==> config.mk <==
export PLATFORM = sky130hd
export DESIGN_NAME = election_cooldown_flat
export DESIGN_NICKNAME = d
export VERILOG_FILES = /design/src/rtl/election_cooldown_pkg.sv /design/src/rtl/election_cooldown_if.sv /design/src/rtl/election_cooldown_frame_hit_latch.sv /design/src/rtl/election_cooldown.sv /design/src/flat_wrapper.sv
export SDC_FILE = /design/constraint.sdc
export NUM_CORES = 1
export LEC_CHECK = 0
export BUFFER_PORTS_ARGS = -buffer_cell sky130_fd_sc_hd__buf_2
export CORE_ASPECT_RATIO = 0.6
export CORE_MARGIN = 2
export CORE_UTILIZATION = 40
export DETAILED_ROUTE_END_ITERATION = 10
export PLACE_DENSITY = 0.61
export REMOVE_ABC_BUFFERS = 1
export SKIP_CTS_REPAIR_TIMING = 1
export SLEW_MARGIN = 20
export SYNTH_ARGS = -nofsm -noshare
export SYNTH_HDL_FRONTEND = slang
export SYNTH_SLANG_ARGS = --single-unit
==> constraint.sdc <==
create_clock -name clk -period 1.7 [get_ports clk]
set_input_delay 0.255 -clock clk [delete_from_list [all_inputs] [get_ports clk]]
set_output_delay 0.255 -clock clk [all_outputs]
set_load 0.01 [all_outputs]
==> src/rtl/election_cooldown_pkg.sv <==
// Shared types and constants for the election house controller.
// The state enum, widths and winner codes are used by the interface, the top and the bench.
package election_pkg;

   typedef enum logic [1:0] {
      READY   = 2'd0,
      COOLING = 2'd1,
      WON     = 2'd2
   } election_state_t;

   localparam int VOTE_W      = 4;
   localparam int FRAME_CNT_W = 8;

   localparam logic [1:0] WIN_NONE = 2'b00;
   localparam logic [1:0] WIN_P1   = 2'b01;
   localparam logic [1:0] WIN_P2   = 2'b10;

   // A tally that has reached its ceiling holds there.
   function automatic logic [VOTE_W-1:0] sat_inc(input logic [VOTE_W-1:0] tally,
                                                 input int max_votes);
      if (int'(tally) >= max_votes)
         return tally;
      return tally + VOTE_W'(1);
   endfunction

endpackage

==> src/rtl/election_cooldown_if.sv <==
// Frame, collision and scoring signals between the game logic and the election controller.
// The master side drives frame/collision inputs; the slave side is the controller.
interface election_if;
   import election_pkg::*;

   logic                   startOfFrame;
   logic                   gameActive;
   logic                   collisionP1;
   logic                   collisionP2;
   logic                   coolingDown;
   logic [FRAME_CNT_W-1:0] framesLeft;
   logic                   voteP1;
   logic                   voteP2;
   logic [VOTE_W-1:0]      votesP1;
   logic [VOTE_W-1:0]      votesP2;
   logic [1:0]             winner;

   modport master (
      output startOfFrame, gameActive, collisionP1, collisionP2,
      input  coolingDown, framesLeft, voteP1, voteP2, votesP1, votesP2, winner
   );

   modport slave (
      input  startOfFrame, gameActive, collisionP1, collisionP2,
      output coolingDown, framesLeft, voteP1, voteP2, votesP1, votesP2, winner
   );

endinterface

==> src/rtl/election_cooldown_frame_hit_latch.sv <==
// Sticky per-frame hit flag: set by a collision, cleared when the frame closes.
// Clear wins over set so a collision in the closing cycle never leaks into the next frame.
module frame_hit_latch (
   input  logic clk,
   input  logic reset,
   input  logic set,
   input  logic clear,
   output logic hit
);

   always_ff @(posedge clk) begin
      if (reset || clear)
         hit <= 1'b0;
      else if (set)
         hit <= 1'b1;
   end

endmodule

==> src/rtl/election_cooldown.sv <==
// Election house controller: awards one vote per captured frame, then locks the house
// for a number of frames, keeps saturating tallies and latches the winner.
module election_cooldown
   import election_pkg::*;
#(
   parameter int COOLDOWN_FRAMES = 180,
   parameter int MAX_VOTES       = 9,
   parameter int VOTES_TO_WIN    = 5
) (
   input logic     clk,
   input logic     reset,
   election_if.slave bus
);

   election_state_t        state_q, state_d;
   logic [FRAME_CNT_W-1:0] counter_q, counter_d;
   logic [VOTE_W-1:0]      votes_p1_q, votes_p1_d;
   logic [VOTE_W-1:0]      votes_p2_q, votes_p2_d;
   logic [1:0]             winner_q, winner_d;
   logic                   vote_p1_q, vote_p1_d;
   logic                   vote_p2_q, vote_p2_d;
   logic                   hit_p1, hit_p2;
   logic                   frame_p1, frame_p2;
   logic                   flag_clear;

   assign flag_clear = bus.startOfFrame | ~bus.gameActive;

   frame_hit_latch u_hit_p1 (
      .clk   (clk),
      .reset (reset),
      .set   (bus.collisionP1),
      .clear (flag_clear),
      .hit   (hit_p1)
   );

   frame_hit_latch u_hit_p2 (
      .clk   (clk),
      .reset (reset),
      .set   (bus.collisionP2),
      .clear (flag_clear),
      .hit   (hit_p2)
   );

   // A collision in the closing cycle still belongs to the frame being closed.
   assign frame_p1 = hit_p1 | bus.collisionP1;
   assign frame_p2 = hit_p2 | bus.collisionP2;

   always_ff @(posedge clk) begin
      if (reset) begin
         state_q    <= READY;
         counter_q  <= '0;
         votes_p1_q <= '0;
         votes_p2_q <= '0;
         winner_q   <= WIN_NONE;
         vote_p1_q  <= 1'b0;
         vote_p2_q  <= 1'b0;
      end else begin
         state_q    <= state_d;
         counter_q  <= counter_d;
         votes_p1_q <= votes_p1_d;
         votes_p2_q <= votes_p2_d;
         winner_q   <= winner_d;
         vote_p1_q  <= vote_p1_d;
         vote_p2_q  <= vote_p2_d;
      end
   end

   always_comb begin
      state_d    = state_q;
      counter_d  = counter_q;
      votes_p1_d = votes_p1_q;
      votes_p2_d = votes_p2_q;
      winner_d   = winner_q;
      vote_p1_d  = 1'b0;
      vote_p2_d  = 1'b0;

      if (!bus.gameActive) begin
         state_d    = READY;
         counter_d  = '0;
         votes_p1_d = '0;
         votes_p2_d = '0;
         winner_d   = WIN_NONE;
      end else if (bus.startOfFrame) begin
         case (state_q)
            READY: begin
               // Contested frames (both players) award nothing.
               if (frame_p1 && !frame_p2) begin
                  vote_p1_d  = 1'b1;
                  votes_p1_d = sat_inc(votes_p1_q, MAX_VOTES);
                  if (votes_p1_d >= VOTE_W'(VOTES_TO_WIN)) begin
                     winner_d  = WIN_P1;
                     state_d   = WON;
                     counter_d = '0;
                  end else begin
                     state_d   = COOLING;
                     counter_d = FRAME_CNT_W'(COOLDOWN_FRAMES);
                  end
               end else if (frame_p2 && !frame_p1) begin
                  vote_p2_d  = 1'b1;
                  votes_p2_d = sat_inc(votes_p2_q, MAX_VOTES);
                  if (votes_p2_d >= VOTE_W'(VOTES_TO_WIN)) begin
                     winner_d  = WIN_P2;
                     state_d   = WON;
                     counter_d = '0;
                  end else begin
                     state_d   = COOLING;
                     counter_d = FRAME_CNT_W'(COOLDOWN_FRAMES);
                  end
               end
            end
            COOLING: begin
               if (counter_q <= FRAME_CNT_W'(1)) begin
                  counter_d = '0;
                  state_d   = READY;
               end else begin
                  counter_d = counter_q - FRAME_CNT_W'(1);
               end
            end
            WON: begin
               counter_d = '0;
            end
            default: begin
               state_d   = READY;
               counter_d = '0;
            end
         endcase
      end
   end

   always_comb begin
      bus.coolingDown = (state_q != READY);
      bus.framesLeft  = counter_q;
      bus.voteP1      = vote_p1_q;
      bus.voteP2      = vote_p2_q;
      bus.votesP1     = votes_p1_q;
      bus.votesP2     = votes_p2_q;
      bus.winner      = winner_q;
   end

endmodule

==> src/flat_wrapper.sv <==
// flat-port wrapper written by rule: the top's interface ports become plain ports
module election_cooldown_flat import election_pkg::*;
#(
   parameter int COOLDOWN_FRAMES = 180,
   parameter int MAX_VOTES       = 9,
   parameter int VOTES_TO_WIN    = 5
)
  (clk, reset, bus_startOfFrame, bus_gameActive, bus_collisionP1, bus_collisionP2, bus_coolingDown, bus_framesLeft, bus_voteP1, bus_voteP2, bus_votesP1, bus_votesP2, bus_winner);
  election_if bus_i ();
  input logic clk;
  input logic reset;
  input wire logic [$bits(bus_i.startOfFrame)-1:0] bus_startOfFrame;
  input wire logic [$bits(bus_i.gameActive)-1:0] bus_gameActive;
  input wire logic [$bits(bus_i.collisionP1)-1:0] bus_collisionP1;
  input wire logic [$bits(bus_i.collisionP2)-1:0] bus_collisionP2;
  output wire logic [$bits(bus_i.coolingDown)-1:0] bus_coolingDown;
  output wire logic [$bits(bus_i.framesLeft)-1:0] bus_framesLeft;
  output wire logic [$bits(bus_i.voteP1)-1:0] bus_voteP1;
  output wire logic [$bits(bus_i.voteP2)-1:0] bus_voteP2;
  output wire logic [$bits(bus_i.votesP1)-1:0] bus_votesP1;
  output wire logic [$bits(bus_i.votesP2)-1:0] bus_votesP2;
  output wire logic [$bits(bus_i.winner)-1:0] bus_winner;
  assign bus_i.startOfFrame = bus_startOfFrame;
  assign bus_i.gameActive = bus_gameActive;
  assign bus_i.collisionP1 = bus_collisionP1;
  assign bus_i.collisionP2 = bus_collisionP2;
  assign bus_coolingDown = bus_i.coolingDown;
  assign bus_framesLeft = bus_i.framesLeft;
  assign bus_voteP1 = bus_i.voteP1;
  assign bus_voteP2 = bus_i.voteP2;
  assign bus_votesP1 = bus_i.votesP1;
  assign bus_votesP2 = bus_i.votesP2;
  assign bus_winner = bus_i.winner;
  election_cooldown #(.COOLDOWN_FRAMES(COOLDOWN_FRAMES), .MAX_VOTES(MAX_VOTES), .VOTES_TO_WIN(VOTES_TO_WIN)) u_core (.clk(clk), .reset(reset), .bus(bus_i));
endmodule
==> reports/results.ini, run 1 <==
[outcome]
status = finished with violations
violations = setup timing

[min_path]
min_path_type = in -> reg

[clock_tree]
numCtsBuffers = 3
cts.path.max_buffers = 2
cts-root-buf = clkbuf_8
clkLatencyLatePin_ns = 0.27
cts.sinks = 24
cts_tree = yes
htreeDepth = 1
cts.clk_slew.worst_paths_ns = 0.08

[layout]
drive_above_1_share_pct = 42.7
syn2layout_area_growth_pct = 38.6
multiInputGateArea_mm2 = 0.00102
final_cells = 272
seq_area_um2 = 490
fill_cells = 292
num_antenna_cells = 0
mostFrequentLayoutCell = buf_4
layout_common_cells = buf_4 (31), buf_2 (26), nor2_1 (20), dfxtp_1 (18), a21oi_1 (14)
final_nets = 243

[logic_synthesis]
ys.flop_type = dfxtp_1
synthCells = 173
synth_cell_types = 49
ys_seq_area_share_pct = 33.3
syn_avg_cell_area_um2 = 8.35
async_flop_share_pct = 0
syn-cell-area_mm2 = 0.00144
synth_edf_count = 0
ys_warn_count = 0
ys_seq_elements = 24

[sta]
finalSetupViolCount = 3
max_freq_ghz = 0.575
finalWorstSetupSlack_ns = -0.0392
finalHoldViolations = 0
timing.final.crit_period_ns = 1.74
slew_viol_final = 0
rsz0062_at_grt = true
timing.final.crit_share_pct = 102
tightest_slew_ns = 0.396
slew_headroom_pct = 73.6
fin_hold_ws_ns = 0.275
finClkSkew_ns = 0.00283

[worst_setup_path]
crit_path_end_kind = flop
crit_required_ns = 1.87
crit_type = reg -> reg
crit_fanout = 4
crit_path_start_kind = flop
cp.arrival_ns = 1.91

[floorplan]
die_height_um = 50.5
dieArea_mm2 = 0.00412
initial_core_util_pct = 43.2
rows = 16
io-pin-count = 27
fp.dieW_um = 81.6
core_region_area_mm2 = 0.00334

[routing]
ant_nets = 0
viasPerCell = 5.39
avgRoutedWirePerCell_um = 15.1
drt_iter0_markers = 78
dr.pass1.iters = 4
drc = 0
vias = 1467
drt_wl_total_mm = 4.10

[pwr]
peakVddDrop_mv = 0.335
leakagePower_nw = 0.840
p_per_area_mw_per_mm2 = 580

[placed_design]
numPortBuffers = 26
dp.cells = 265
routabilityCongestion = 0.976
hpwl_mm = 3.03

[grt]
grtUsageTotal_pct = 21.3
grt_max_degree = 13
gr-usage-met3_pct = 4.86
met1_usage_pct = 31.5
antenna_found_initial = 0
grt-busiest-layer = met1
first_global_vias = 1383
grt_pass1_wl_mm = 6.64
grt_use_met2_pct = 31.0
grt-ovfl-total = 0

[flow_run]
maxCapViolCount = 0

[worst max-delay path: stages (launching register included)]
cell       delay, ns
dfxtp_2         0.34
inv_2           0.05
ha_2            0.16
or3b_4          0.38
a2111oi_4       0.37
nand2_1         0.11
xor2_1          0.17
nor2_1          0.05
[final cells by class]
class                      instances  area share (%)
sequential                        24            24.5
clock buffer                       3            2.06
timing repair buffer              58            18.7
inverter                           6            1.13
tap                               45            2.81
multi-input combinational        136            50.8
[stage by stage]
step / area [µm²] / TNS, ns / total power [mW] / util (%) / setup WS, ns
finish: 2000 / -0.0837 / 1.16 / 59.9 / -0.0392
global route: 2000 / -0.623 / 1.23 / 59.9 / -0.133
CTS: 1850 / -2.50 / 1.14 / 55.2 / -0.266
detailed placement: 1810 / -1.93 / 0.799 / 54.0 / -0.214
global placement: 1810 / -0.347 / 0.795 / 54.0 / -0.0703
floorplan: 1410 / -1.56 / 0.710 / - / -0.208
[synthesized netlist by cell type, types with 2 or more instances]
| library cell | instances | share of area (%) |
|---|---|---|
| a21oi_1 | 14 | 4.9 |
| nand2_1 | 9 | 2.3 |
| nand2b_1 | 5 | 2.2 |
| nor2_1 | 22 | 5.7 |
| ha_1 | 8 | 6.9 |
| nor3_1 | 7 | 2.4 |
| xor2_1 | 3 | 1.8 |
| nand3_1 | 4 | 1.4 |
| a22oi_1 | 2 | 1.0 |
| or3_1 | 3 | 1.3 |
| xnor2_1 | 2 | 1.2 |
| nor2b_1 | 2 | 0.87 |
| nor3b_1 | 3 | 1.6 |
| a21boi_0 | 2 | 1.0 |
| a31oi_1 | 3 | 1.3 |
| clkbuf_1 | 5 | 1.3 |
| inv_1 | 6 | 1.6 |
| o21ai_0 | 13 | 4.5 |
| nor4_1 | 3 | 1.3 |
| dfxtp_1 | 24 | 33 |
| a211oi_1 | 2 | 1.0 |
| o21a_1 | 3 | 1.6 |
| o211ai_1 | 2 | 1.0 |
[kinds of logic after synthesis]
family | after synthesis | share of synthesized area, %
AOI/OAI and AO/OA | 50 | 23.6
xor gates and xnor gates | 6 | 4.16
adders and majority gates | 8 | 6.93
buffers and inverters | 13 | 3.99
DFF | 24 | 33.3
muxes | 2 | 1.47
and+or+nand+nor | 70 | 26.6
[power by group]
part | internal (mW) | switching, mW | leakage, nW | total, mW
Clock | 0.159 | 0.186 | 0.0216 | 0.345
Combinational | 0.106 | 0.129 | 0.621 | 0.235
Sequential | 0.570 | 0.0108 | 0.197 | 0.581
Total | 0.835 | 0.325 | 0.840 | 1.16
[per-layer routing]
metal / wire (µm) / part of all wire, % / vias to the layer above
met5: 0 / 0 / -
met4: 57 / 1.4 / 0
met3: 219 / 5.3 / 7
met2: 1740 / 43 / 42
met1: 2080 / 51 / 685
li1: - / - / 733
[final timing paths]
path / startpoint / end / slack (ns) / depth (start not counted)
worst max-delay path: flop / flop / -0.04 / 7
worst min register to register: u_core.bus.framesLeft[0]$_SDFFE_PP0P_ / u_core.bus.framesLeft[0]$_SDFFE_PP0P_ / 0.52 / 2
worst min-delay path: bus_collisionP1 / u_core.u_hit_p1.hit$_SDFFE_PP0P_ / 0.28 / 3
worst max register to register: flop / flop / -0.04 / 7
No activity file was read; power rests on OpenSTA's default activity.
==> run 2, diff against run 1 <==
--- a/config.mk
+++ b/config.mk
@@ -8,12 +8,13 @@
 export BUFFER_PORTS_ARGS = -buffer_cell sky130_fd_sc_hd__buf_2
 export CORE_ASPECT_RATIO = 0.6
 export CORE_MARGIN = 2
-export CORE_UTILIZATION = 40
+export CORE_UTILIZATION = 45
 export DETAILED_ROUTE_END_ITERATION = 10
-export PLACE_DENSITY = 0.61
+export PLACE_DENSITY = 0.68
 export REMOVE_ABC_BUFFERS = 1
 export SKIP_CTS_REPAIR_TIMING = 1
 export SLEW_MARGIN = 20
 export SYNTH_ARGS = -nofsm -noshare
 export SYNTH_HDL_FRONTEND = slang
+export SYNTH_HIERARCHICAL = 1
 export SYNTH_SLANG_ARGS = --single-unit
==> run 2 against run 1 <==
Effect of this change:
- the run still ends with setup timing left
- register-to-register slack got worse by 0.03 ns
- synthesized cell count is 4.6% lower
- global-route usage rose by 0.85 points
- synthesized area shrank 4.2%
- worst hold slack got worse by 0.075 ns
==> reports/results.ini, run 2 <==
[routing]
route.met2.wl_mm = 1.80  ; was 1.74 mm
vias = 1427  ; was 1467
drc = 0  ; unchanged
top_layer = met4  ; unchanged
met3WireLength_um = 275  ; was 219 µm
viasPerCell = 5.38  ; was 5.39
drt_iter0_markers = 92  ; was 78
drt_wl_total_mm = 3.95  ; was 4.10 mm
dr.pass1.iters = 4  ; unchanged
ant_nets = 0  ; unchanged
avgRoutedWirePerCell_um = 14.9  ; was 15.1 µm
m1WireLength_mm = 1.87  ; was 2.08 mm

[grt]
grt_max_degree = 14  ; was 13
grt_pass1_wl_mm = 5.82  ; was 6.64 mm
first_global_vias = 1224  ; was 1383
grtUsageTotal_pct = 22.2  ; was 21.3%
grt-ovfl-total = 0  ; unchanged
antenna_found_initial = 0  ; unchanged

[sta]
finalSetupViolCount = 12  ; was 3
timing.final.crit_share_pct = 104  ; was 102%
max_freq_ghz = 0.564  ; was 0.575 GHz
finalWorstSetupSlack_ns = -0.0725  ; was -0.0392 ns
slew_headroom_pct = 62.0  ; was 73.6%
slew_viol_final = 0  ; unchanged
finClkSkew_ns = 0.00466  ; was 0.00283 ns
rsz0062_at_grt = true  ; unchanged
tightest_slew_ns = 0.569  ; was 0.396 ns
fin_hold_ws_ns = 0.201  ; was 0.275 ns
finalHoldViolations = 0  ; unchanged
timing.final.crit_period_ns = 1.77  ; was 1.74 ns

[logic_synthesis]
syn-cell-area_mm2 = 0.00138  ; was 0.00144 mm²
ys_seq_area_share_pct = 34.7  ; was 33.3%
ys_top_cells_by_count = dfxtp_1 (24), nor2_1 (18), inv_1 (17)  ; was dfxtp_1 (24), nor2_1 (22), a21oi_1 (14)
synthTopCellsByArea = dfxtp_1 (35%), ha_1 (9.0%), nor2_1 (4.9%), inv_1 (4.6%), nand2_1 (3.5%)  ; was dfxtp_1 (33%), ha_1 (6.9%), nor2_1 (5.7%), a21oi_1 (4.9%), o21ai_0 (4.5%)
ys.flop_type = dfxtp_1  ; unchanged
synth_edf_count = 0  ; unchanged
synth_top_area_share_pct = 34.7  ; was 33.3%
ys_seq_elements = 24  ; unchanged
ys_warn_count = 6  ; was 0
async_flop_share_pct = 0  ; unchanged
synth_cell_types = 39  ; was 49
synthCells = 165  ; was 173
yosys.area.top_type = dfxtp_1  ; unchanged
yosysMostFrequentCell = dfxtp_1  ; unchanged
syn_avg_cell_area_um2 = 8.39  ; was 8.35 µm²

[floorplan]
initial_core_util_pct = 47.9  ; was 43.2%
io-pin-count = 27  ; unchanged
die_height_um = 47.0  ; was 50.5 µm
dieArea_mm2 = 0.00355  ; was 0.00412 mm²
rows = 15  ; was 16
fp.dieW_um = 75.6  ; was 81.6 µm
core_region_area_mm2 = 0.00289  ; was 0.00334 mm²

[layout]
fill_cells = 230  ; was 292
largest_reg_flops = 8
layout_common_cells = buf_4 (30), buf_2 (26), nor2_1 (18), dfxtp_1 (18), inv_1 (13)  ; was buf_4 (31), buf_2 (26), nor2_1 (20), dfxtp_1 (18), a21oi_1 (14)
post-route-util_pct = 71.4  ; was 59.9%
multiInputGateArea_mm2 = 0.00102  ; unchanged
mostFrequentLayoutCell = buf_4  ; unchanged
seq_area_um2 = 495  ; was 490 µm²
num_antenna_cells = 0  ; unchanged
syn2layout_area_growth_pct = 49.2  ; was 38.6%
drive_above_1_share_pct = 46.2  ; was 42.7%
final_nets = 240  ; was 243

[pwr]
peakVddDrop_mv = 0.376  ; was 0.335 mV
p_per_area_mw_per_mm2 = 628  ; was 580 mW/mm²
p_total_mw = 1.30  ; was 1.16 mW
leakagePower_nw = 0.935  ; was 0.840 nW

[placed_design]
hpwl_mm = 2.85  ; was 3.03 mm
numPortBuffers = 26  ; unchanged
dp_slack_ns = -0.393  ; was -0.214 ns
routabilityCongestion = 0.857  ; was 0.976

[outcome]
violations = setup timing  ; unchanged
status = finished with violations  ; unchanged

[worst_setup_path]
cpPeakStageDelay_ns = 0.44  ; was 0.38 ns
crit_path_start_kind = flop  ; unchanged
cp.arrival_ns = 1.98  ; was 1.91 ns
crit_slowest_cell = or3b_4  ; unchanged
worstPathCellList = or2_4 -> ha_4 -> or3b_4 -> nand2_4 -> o21ai_4 -> buf_4 -> nor2_1  ; was inv_2 -> ha_2 -> or3b_4 -> a2111oi_4 -> nand2_1 -> xor2_1 -> nor2_1
crit_type = reg -> reg  ; unchanged
crit_fanout = 5  ; was 4
crit_required_ns = 1.91  ; was 1.87 ns
crit_path_end_kind = flop  ; unchanged

[clock_tree]
cts.path.max_buffers = 2  ; unchanged
numCtsBuffers = 3  ; unchanged
cts.sinks = 24  ; unchanged
cts.clk_slew.worst_paths_ns = 0.08  ; about the same
htreeDepth = 1  ; unchanged
cts_tree = yes  ; unchanged
clkLatencyLatePin_ns = 0.27  ; about the same
cts-root-buf = clkbuf_8  ; unchanged

[flow_run]
maxCapViolCount = 0  ; unchanged

[min_path]
min_path_type = in -> reg  ; unchanged

## run 2: changes by cell type after synthesis, sizes merged, moves of 4 or more
cell | before | now
a31oi | 3 | 7
o21ai | 14 | 6
inv | 6 | 17
nor2 | 23 | 18
nand2 | 9 | 13
a21oi | 14 | 6
## run 2: power breakdown
part	leakage, nW	switching (mW)	internal, mW	total [mW]
Combinational	0.709	0.168	0.149	0.317
Sequential	0.198	0.0157	0.572	0.588
Clock	0.0288	0.185	0.207	0.392
## run 2: metrics by stage
stage,std cells,cell area [µm²],setup TNS (ns)
after floorplan,161,1370,-2.03
after global placement,257,1760,-4.04
after detailed placement,257,1760,-5.03
after CTS,261,1820,-4.60
after global routing,265,2060,-1.19
final,265,2060,-0.655
## run 2: cell type report
| class | instances | area share (%) |
|---|---|---|
| Tap cell | 42 | 2.55 |
| Timing Repair Buffer | 58 | 18.3 |
| Clock buffer | 4 | 2.67 |
| Multi-Input combinational cell | 120 | 49.3 |
| Sequential cell | 24 | 24.0 |
| Inverter | 17 | 3.21 |
## run 2: path summary, 6_finish.rpt
path | from | to | slack (ns) | cells past startpoint
worst max register to register | u_core/u_hit_p1/hit$_SDFFE_PP0P_ | u_core/bus.framesLeft[3]$_SDFFE_PP0P_ | -0.07 | 7
worst max-delay path | u_core/u_hit_p1/hit$_SDFFE_PP0P_ | u_core/bus.framesLeft[3]$_SDFFE_PP0P_ | -0.07 | 7
worst min-delay path | reset | u_core/u_hit_p1/hit$_SDFFE_PP0P_ | 0.20 | 2
worst min register to register | u_core/bus.winner[1]$_SDFFE_PP0P_ | u_core/bus.winner[1]$_SDFFE_PP0P_ | 0.49 | 2
## run 2: routing by layer
| metal | GRT usage [%] | vias to the layer above |
|---|---|---|
| met5 | 0 | - |
| met4 | 4.21 | 0 |
| met3 | 7.08 | 2 |
| met2 | 33.2 | 45 |
| met1 | 31.7 | 681 |
| li1 | - | 699 |
## run 2: worst max-delay path, delay by kind of cell, from the launching register on
kind,cells,cell delay (ns)
AO/OA/AOI/OAI,1,0.07
adder cells (fa/ha/maj),1,0.27
buffers and inverters,1,0.18
flip-flops,1,0.33
AND/OR/NAND/NOR,4,0.87
## run 2: logic make-up (layout without fill, tap and decap cells)
| kind of cell | Yosys count | after routing | share of synthesized area [%] |
|---|---|---|---|
| AND/OR/NAND/NOR | 69 | 69 | 27.4 |
| XOR/XNOR | 5 | 5 | 3.17 |
| AO/OA/AOI/OAI | 32 | 32 | 17.0 |
| multiplexers | 4 | 4 | 2.89 |
| flip-flops | 24 | 24 | 34.7 |
| buffers and inverters | 21 | 79 | 5.79 |
| adder cells (fa/ha/maj) | 10 | 10 | 9.04 |
